--- config.mk ---
export PLATFORM = sky130hd
export DESIGN_NAME = spi_flash_reader
export DESIGN_NICKNAME = d
export VERILOG_FILES = /design/src/rtl/spi_flash_pkg.sv /design/src/rtl/spi_flash_reader_xfer.sv /design/src/rtl/spi_flash_reader.sv
export SDC_FILE = /design/constraint.sdc
export NUM_CORES = 1
export LEC_CHECK = 0
export BUFFER_PORTS_ARGS = -buffer_cell sky130_fd_sc_hd__buf_4
export CAP_MARGIN = 40
export CORE_UTILIZATION = 57
export CTS_BUF_LIST = sky130_fd_sc_hd__clkbuf_4 sky130_fd_sc_hd__clkbuf_8 sky130_fd_sc_hd__clkbuf_16
export CTS_CLUSTER_DIAMETER = 40
export DETAILED_ROUTE_END_ITERATION = 16
export PLACE_DENSITY = 0.85
export REMOVE_ABC_BUFFERS = 1
export SLEW_MARGIN = 25
export SYNTH_ARGS = -nofsm -noshare
export SYNTH_HDL_FRONTEND = slang
export SYNTH_SLANG_ARGS = --single-unit
--- constraint.sdc ---
create_clock -name clk -period 4.35 [get_ports clk]
set_input_delay 0.87 -clock clk [delete_from_list [all_inputs] [get_ports clk]]
set_output_delay 0.87 -clock clk [all_outputs]
set_load 0.02 [all_outputs]
--- src/rtl/spi_flash_pkg.sv ---
// Shared types and constants for the W25Q16BV read sequencer.
// Optional feature macro: SPI_FLASH_FAST_READ_EN (fast-read command with one dummy byte).
package spi_flash_pkg;

  typedef enum logic [3:0] {
    ST_INIT,
    ST_IDLE,
    ST_CMD,
    ST_A2,
    ST_A1,
    ST_A0,
    ST_DUMMY,
    ST_DATA,
    ST_HOLD,
    ST_DESEL,
    ST_DONE
  } state_t;

  typedef enum logic [1:0] {
    X_IDLE,
    X_ISSUE,
    X_WAIT1,
    X_WAIT
  } xfer_state_t;

  localparam logic [7:0]  CMD_READ      = 8'h03;
  localparam logic [7:0]  CMD_FAST_READ = 8'h0B;
  localparam logic [15:0] SPI_DESELECT  = 16'h0100;
  localparam int unsigned SPI_BUSY_BIT  = 15;

endpackage

--- src/rtl/spi_flash_reader_xfer.sv ---
// spi_byte_xfer: one load/wait handshake with the SPI byte engine.
// A go pulse while ready issues one engine word; ack pulses (combinationally)
// in the cycle the byte is complete, with rx_byte valid in that same cycle.
module spi_byte_xfer
  import spi_flash_pkg::*;
(
  input  logic        clk,
  input  logic        reset,
  input  logic        go,
  input  logic [7:0]  tx_byte,
  input  logic        deselect,
  output logic        ready,
  output logic        ack,
  output logic [7:0]  rx_byte,
  output logic        spi_load,
  output logic [15:0] spi_in,
  input  logic [15:0] spi_out
);

  xfer_state_t xstate;
  logic        desel_q;
  logic        spi_out_unused;

  // Handshake sequencer: issue one load, skip the stale busy cycle, then wait for idle.
  always_ff @(posedge clk or posedge reset) begin
    if (reset) begin
      xstate   <= X_IDLE;
      desel_q  <= 1'b0;
      spi_load <= 1'b0;
      spi_in   <= SPI_DESELECT;
    end else begin
      spi_load <= 1'b0;
      case (xstate)
        X_IDLE: begin
          if (go) begin
            spi_load <= 1'b1;
            spi_in   <= deselect ? SPI_DESELECT : {8'h00, tx_byte};
            desel_q  <= deselect;
            xstate   <= X_ISSUE;
          end
        end
        X_ISSUE: xstate <= X_WAIT1;
        // Engine busy lags load by a cycle; a deselect is already complete here.
        X_WAIT1: xstate <= desel_q ? X_IDLE : X_WAIT;
        X_WAIT: begin
          if (!spi_out[SPI_BUSY_BIT]) xstate <= X_IDLE;
        end
        default: xstate <= X_IDLE;
      endcase
    end
  end

  // Completion and readiness decode.
  always_comb begin
    ready   = (xstate == X_IDLE);
    ack     = ((xstate == X_WAIT1) && desel_q) ||
              ((xstate == X_WAIT) && !spi_out[SPI_BUSY_BIT]);
    rx_byte = spi_out[7:0];
  end

  assign spi_out_unused = ^spi_out[14:8];

endmodule

--- src/rtl/spi_flash_reader.sv ---
// spi_flash_reader: issues READ (or FAST_READ) transactions to a W25Q16BV
// through the SPI byte engine and streams received bytes over valid/ready.
// Optional feature macro: SPI_FLASH_FAST_READ_EN (command 0x0B plus one dummy byte).
module spi_flash_reader
  import spi_flash_pkg::*;
#(
  parameter int unsigned CNT_W    = 16,
  parameter logic [7:0]  DUMMY_TX = 8'h00
) (
  input  logic             clk,
  input  logic             reset,
  input  logic             start,
  input  logic [23:0]      addr,
  input  logic [CNT_W-1:0] count,
  output logic             busy,
  output logic             done,
  output logic [7:0]       rd_data,
  output logic             rd_valid,
  input  logic             rd_ready,
  output logic             spi_load,
  output logic [15:0]      spi_in,
  input  logic [15:0]      spi_out
);

`ifdef SPI_FLASH_FAST_READ_EN
  localparam logic [7:0] CMD_BYTE = CMD_FAST_READ;
`else
  localparam logic [7:0] CMD_BYTE = CMD_READ;
`endif

  state_t           state;
  logic [23:0]      addr_q;
  logic [CNT_W-1:0] remaining;

  logic       x_go;
  logic [7:0] x_tx;
  logic       x_desel;
  logic       x_ready;
  logic       x_ack;
  logic [7:0] x_rx;

  spi_byte_xfer u_xfer (
    .clk      (clk),
    .reset    (reset),
    .go       (x_go),
    .tx_byte  (x_tx),
    .deselect (x_desel),
    .ready    (x_ready),
    .ack      (x_ack),
    .rx_byte  (x_rx),
    .spi_load (spi_load),
    .spi_in   (spi_in),
    .spi_out  (spi_out)
  );

  // Select the engine word for the current state; kick the handshake whenever it is free.
  always_comb begin
    x_tx    = DUMMY_TX;
    x_desel = 1'b0;
    x_go    = 1'b0;
    case (state)
      ST_INIT, ST_DESEL: begin x_desel = 1'b1;        x_go = x_ready; end
      ST_CMD:            begin x_tx = CMD_BYTE;       x_go = x_ready; end
      ST_A2:             begin x_tx = addr_q[23:16];  x_go = x_ready; end
      ST_A1:             begin x_tx = addr_q[15:8];   x_go = x_ready; end
      ST_A0:             begin x_tx = addr_q[7:0];    x_go = x_ready; end
      ST_DUMMY:          begin x_tx = 8'h00;          x_go = x_ready; end
      ST_DATA:           begin x_tx = DUMMY_TX;       x_go = x_ready; end
      default: ;
    endcase
  end

  // Transaction sequencer with registered status and stream outputs.
  always_ff @(posedge clk or posedge reset) begin
    if (reset) begin
      state     <= ST_INIT;
      busy      <= 1'b1;
      done      <= 1'b0;
      rd_valid  <= 1'b0;
      rd_data   <= '0;
      addr_q    <= '0;
      remaining <= '0;
    end else begin
      done <= 1'b0;
      case (state)
        ST_INIT: begin
          if (x_ack) begin
            state <= ST_IDLE;
            busy  <= 1'b0;
          end
        end
        ST_IDLE: begin
          if (start) begin
            if (count == '0) begin
              state <= ST_DONE;
              done  <= 1'b1;
            end else begin
              addr_q    <= addr;
              remaining <= count;
              busy      <= 1'b1;
              state     <= ST_CMD;
            end
          end
        end
        ST_CMD: if (x_ack) state <= ST_A2;
        ST_A2:  if (x_ack) state <= ST_A1;
        ST_A1:  if (x_ack) state <= ST_A0;
        ST_A0: begin
`ifdef SPI_FLASH_FAST_READ_EN
          if (x_ack) state <= ST_DUMMY;
`else
          if (x_ack) state <= ST_DATA;
`endif
        end
        ST_DUMMY: if (x_ack) state <= ST_DATA;
        ST_DATA: begin
          if (x_ack) begin
            rd_data  <= x_rx;
            rd_valid <= 1'b1;
            state    <= ST_HOLD;
          end
        end
        // rd_valid rose on entry here, so a same-cycle rd_ready is only seen next edge.
        ST_HOLD: begin
          if (rd_valid && rd_ready) begin
            rd_valid  <= 1'b0;
            remaining <= remaining - CNT_W'(1);
            state     <= (remaining == CNT_W'(1)) ? ST_DESEL : ST_DATA;
          end
        end
        // done is raised on entry to DONE so it and the busy drop share one cycle.
        ST_DESEL: begin
          if (x_ack) begin
            state <= ST_DONE;
            done  <= 1'b1;
            busy  <= 1'b0;
          end
        end
        ST_DONE: state <= ST_IDLE;
        default: state <= ST_INIT;
      endcase
    end
  end

endmodule

Word-level counts from Yosys, hierarchy flattened
Cells that the tools add are included.
{ "totals": {"register_bits": 75, "inputBits": 60, "out_inout_bits": 28} }
{ "classes": {"addsub": 1, "eq_ne": 27, "muxes": 37, "bitwise_logic": 1, "n_reduce_logical": 22} }
{ "op_table": {"columns": ["cell", "count"], "rows": [
  ["$mux 16", 3],
  ["$mux 4", 11],
  ["$pmux 4 s10", 1],
  ["$pmux 16 s2", 1],
  ["$pmux 8 s4", 1],
  ["$ne 2x1->1 const B", 9],
  ["$eq 16x1->1 const B", 1],
  ["$eq 4x3->1 const B", 4],
  ["$logic_not 16->1", 1],
  ["$sub 16x1->16 const B", 1],
  ["$eq 4x4->1 const B", 3],
  ["$mux 1", 12],
  ["$mux 9", 1],
  ["$reduce_and 9->1", 1],
  ["$eq 4x2->1 const B", 2],
  ["$ne 2x2->1 const B", 4],
  ["$pmux 2 s4", 1],
  ["$reduce_and 4->1", 2],
  ["$reduce_or 8->1", 1],
  ["$mux 2", 3],
  ["$pmux 1 s2", 3],
  ["$reduce_and 2->1", 3],
  ["$reduce_and 3->1", 2],
  ["$reduce_bool 2->1", 3],
  ["other kinds (10)", 14]
]} }

Longest topological paths before layout
{ "logic_depth": {"word_depth": 5, "depth_mapped": 9, "ltp_nobuf": 7} }

By module
A second synthesis with hierarchy kept.
{ "unflattened": {"cells_unflattened": 346, "hier_area_um2": 3827.4} }
{ "modules_own_cells": {"columns": ["mod", "instances", "cells_each", "area_each_um2"], "rows": [
  ["spi_flash_reader", 1, 286, 3134.3],
  ["spi_byte_xfer", 1, 60, 693.2]
]} }

Worst setup path after synthesis
No wires, ideal clock.
{ "synth_timing": {"path_kind": "input-to-reg", "startpoint": "in count[11]", "endpoint": "reg remaining[13]", "setup_ps": 142, "arrival_time_ps": 2140, "slack_ps": 2068, "cell_stages": 7, "path_buffers": 2, "path_cell_list": "nor4_1 > nand2_1 > o211a_1 > buf_2 > nor2_2 > buf_2 > o211ai_1"} }
{ "synth_via": {"elab_chain_cells": 3} }
{ "synth_rtl": {"columns": ["item", "line", "text"], "rows": [
  ["from (decl)", "spi_flash_reader.sv:14", "input logic [CNT_W-1:0] count,"],
  ["$logic_not 16->1", "spi_flash_reader.sv:94", "if (count == '0) begin"],
  ["$ne 2x2->1 (no line)", null, null],
  ["$reduce_and 4->1 (no line)", null, null],
  ["to (signal assigned)", "spi_flash_reader.sv:99", "remaining <= count;"],
  ["to (signal assigned)", "spi_flash_reader.sv:127", "remaining <= remaining - CNT_W'(1);"],
  ["to (decl)", "spi_flash_reader.sv:33", "logic [CNT_W-1:0] remaining;"]
]} }
No other way between the ends.
A chain may end at the register's enable or synchronous reset.

Worst setup path in the final report
{ "layout_timing": {"startpoint": "reg state[0]", "endpoint": "reg u_xfer.spi_in[5]"} }
{ "layout_via": {"elab_chain_cells": 4} }
{ "layout_rtl": {"columns": ["item", "line", "text"], "rows": [
  ["from (decl)", "spi_flash_reader.sv:31", "state_t state;"],
  ["from (signal assigned)", "spi_flash_reader.sv:128", "state <= (remaining == CNT_W'(1)) ? ST_DESEL : ST_DATA;"],
  ["$eq 4x4->1, or another cell as far along", "spi_flash_reader.sv:61", "case (state)"],
  ["$reduce_or 8->1 (no line) / $reduce_or 2->1 (equally long branches)", null, null],
  ["$mux 1", "spi_flash_reader.sv:61", null],
  ["$reduce_and 2->1 (no line) / $mux 9 (equally long branches)", null, null],
  ["to (signal assigned)", "spi_flash_reader_xfer.sv:37", "spi_in <= deselect ? SPI_DESELECT : {8'h00, tx_byte};"],
  ["to (decl)", "spi_flash_reader_xfer.sv:16", "output logic [15:0] spi_in,"]
]} }
Parallel ways exist; a longest one is shown, timed or not.

==> impl_metrics.ini <==
[synth]
yosysWarnings = 0
ys_seq_elements = 68
synthArstFlopShare_pct = 100
synth_area_sq_um = 3520
yosysUniqueCellTypes = 52
yosysSeqAreaShare_pct = 48.4
synth-main-ff-cell = dfrtp_1
syn_inst = 394
syn_area_per_cell_sq_um = 8.93
synth-edff-count = 0

[route]
routed_wl_microns = 8200
wl_per_cell_microns = 15.2
dr.pass1.iters = 5
vias = 3130
postRouteAntennaNets = 0
vias_per_cell = 5.79
drt_first_iter_violations = 306
drc = 0

[layout]
area_delta_synth_final_pct = 23.2
fill_cells = 458
drive_gt1_share_pct = 25.5
num_antenna_cells = 0
final_core_util_pct = 72.8
nNetsFinal = 524

[place]
dp_hpwl_microns = 5660
place_congestion = 0.896
port_buffers = 73

[sta]
period_share_pct = 66.1
slew_viol_final = 0
rsz0062_at_grt = no
min_period_ns = 2.87
setup_viol_count_final = 0
finClkSkew_ns = 0.00790
slew_headroom_pct = 45.2
fin_tns_setup_ns = 0
max_clock_freq_ghz = 0.348
hold_viol = 0
worst_pin_slew_ns = 0.822

[clock_tree]
cts_sinks = 68
cts_setup_buffers = 0
cts_tree = done
cts_resized = 0
cts-root-buf = clkbuf_8
cts_made_buffers = 9
cts_hold_buffers = 0
clock_latency_ns = 0.35
htreeDepth = 3
clk_pin_slew_ns = 0.07
clockBufferDepth = 2

[worst_setup_path]
start_kind = flip-flop
reg2reg_to = u_xfer.spi_in[5]
reg2reg_setup_slack_ns = 1.48
cp_data_required_time_ns = 4.62
ff2ff_path_depth = 5
crit_path_max_fanout = 15
worstPathCellList = nor3b_2 > xnor2_1 > or3b_1 > or3_1 > o21ai_1
crit_arrival_ns = 3.14
cp_top_family = simple AND/OR/NAND/NOR gates
cp-end-kind = flip-flop
timing.rr.start = state[0]
path_class = flip-flop to flip-flop
crit_slowest_cell = dfrtp_1
crit_buf_inv = 0
max_stage_delay_ns = 0.74

[grt]
first_global_vias = 2934
grt_pass1_wl_microns = 13700
gr-usage-all-layers_pct = 27.8
antenna_found_initial = 0
grt_max_degree = 27
gr-total-overflow = 0

[hold_path]
hold_class = flip-flop to flip-flop
min_to = addr_q[12]
worstHoldStart = addr_q[12]
holdPathStages = 2

[power]
cellLeakagePower_nw = 2.08
ir_drop_mv = 0.368
powerDensity_nw_per_um2 = 665

[run]
max_cap_violations = 0

[run_status]
status = completed

[floorplanning]
ios = 88
die_h_microns = 80.6
dieArea_sq_um = 6490
core_area_sq_um = 5960
num_rows = 28
initial_core_util_pct = 59.1
die_w_microns = 80.6
-- per-layer routing --
metal / wire [microns] / track usage [%] / part of all wire [%]
met2: 4100 / 45.2 / 50
met5: 0 / 0 / 0
met3: 530 / 5.00 / 6.5
met1: 3500 / 37.3 / 43
met4: 78 / 9.29 / 0.95
-- cells in the mapped netlist, types with 3 or more instances --
| cell type | count | area, sq um |
|---|---|---|
| nand2_1 | 94 | 353 |
| dfrtp_1 | 66 | 1650 |
| a21oi_1 | 24 | 120 |
| nor2_1 | 22 | 82.6 |
| a22oi_1 | 14 | 105 |
| inv_1 | 14 | 52.6 |
| o21ai_1 | 13 | 65.1 |
| clkbuf_1 | 11 | 41.3 |
| mux2_2 | 11 | 124 |
| buf_2 | 9 | 45.0 |
| nand3_1 | 9 | 45.0 |
| a31oi_1 | 8 | 50.1 |
| nor4_1 | 8 | 50.1 |
| buf_4 | 7 | 52.6 |
| nor3_1 | 7 | 35.0 |
| o22a_1 | 7 | 61.3 |
| o211ai_1 | 6 | 45.0 |
| mux2_1 | 5 | 56.3 |
| nor2b_1 | 5 | 31.3 |
| o22ai_1 | 4 | 25.0 |
| or3_1 | 4 | 25.0 |
| and3_1 | 3 | 18.8 |
| nor3b_1 | 3 | 22.5 |
| o21ai_0 | 3 | 15.0 |
-- logic make-up after synthesis --
family / synth area share (%)
AND/OR/NAND/NOR: 21.7
AO/OA/AOI/OAI: 17.6
flip-flops: 48.4
buffers and inverters: 5.87
multiplexers: 5.12
adder cells (fa/ha/maj): 0.711
XOR/XNOR: 0.498
other: 0.107
-- worst max-delay path by stage --
stage | start | to | depth (start not counted)
floorplan | count[11] | remaining[15] | 5
global placement | count[8] | remaining[7] | 6
detailed placement | state[0] | u_xfer.spi_in[5] | 5
CTS | state[0] | u_xfer.spi_in[5] | 5
global route | state[0] | u_xfer.spi_in[5] | 5
finish | state[0] | u_xfer.spi_in[5] | 5
-- layout by cell type, fill, tap and decap left out, types with 3 or more instances in the layout --
| cell | instances |
|---|---|
| mux2_2 | 11 |
| inv_1 | 13 |
| dfrtp_1 | 66 |
| or3_1 | 4 |
| o21ai_0 | 3 |
| o22a_1 | 7 |
| buf_4 | 77 |
| nor2b_1 | 5 |
| mux2_1 | 5 |
| a31oi_1 | 8 |
| nor4_1 | 8 |
| nand3_1 | 9 |
| a21oi_1 | 24 |
| o21ai_1 | 13 |
| o211ai_1 | 6 |
| nor3_1 | 7 |
| nor2_1 | 22 |
| and3_1 | 3 |
| inv_2 | 3 |
| nor3b_1 | 3 |
| o22ai_1 | 4 |
| conb_1 | 7 |
| clkbuf_8 | 10 |
| nand2_1 | 94 |
| a22oi_1 | 14 |
-- registers in the layout (all words and copies together), names as in the netlist --
register         count
rd_data              8
busy                 1
addr_q              24
u_xfer.spi_load      1
done                 1
u_xfer.xstate        2
remaining           16
u_xfer.desel_q       1
u_xfer.spi_in        9
rd_valid             1
state                4
-- power breakdown --
group / internal [W] / switching (W)
registers: 0.000915 / 0.000265
logic: 0.000496 / 0.000629
clock network: 0.000342 / 0.000238
total: 0.00175 / 0.00113
-- worst register-to-register path: cells and delay by family, from the launching register on --
kind                      cells  cell delay (ns)
xor gates and xnor gates      1             0.19
and+or+nand+nor               3             1.67
DFF                           1             0.74
AOI/OAI and AO/OA             1             0.20
-- per-stage QoR --
step	instance area, sq um	power [W]	std cells	hold slack (ns)	setup WS [ns]
floorplan	3400	0.00189	371	0.440	1.07
global placement	4070	0.00221	523	0.456	1.23
detailed placement	4120	0.00229	526	0.458	1.53
CTS	4340	0.00288	541	0.477	1.48
global route	4340	0.00308	541	0.493	1.32
finish	4340	0.00288	541	0.475	1.48
-- cell type report --
| type | instances | area, sq um | share of cell area [%] |
|---|---|---|---|
| Tap cell | 75 | 93.8 | 2.16 |
| Clock buffer | 11 | 145 | 3.35 |
| Inverter | 16 | 60.1 | 1.39 |
| Sequential cell | 68 | 1700 | 39.3 |
| Timing Repair Buffer | 80 | 618 | 14.3 |
| Multi-Input combinational cell | 287 | 1640 | 37.8 |
| Clock inverter | 4 | 73.8 | 1.70 |
No activity file was read; power rests on OpenSTA's default activity.
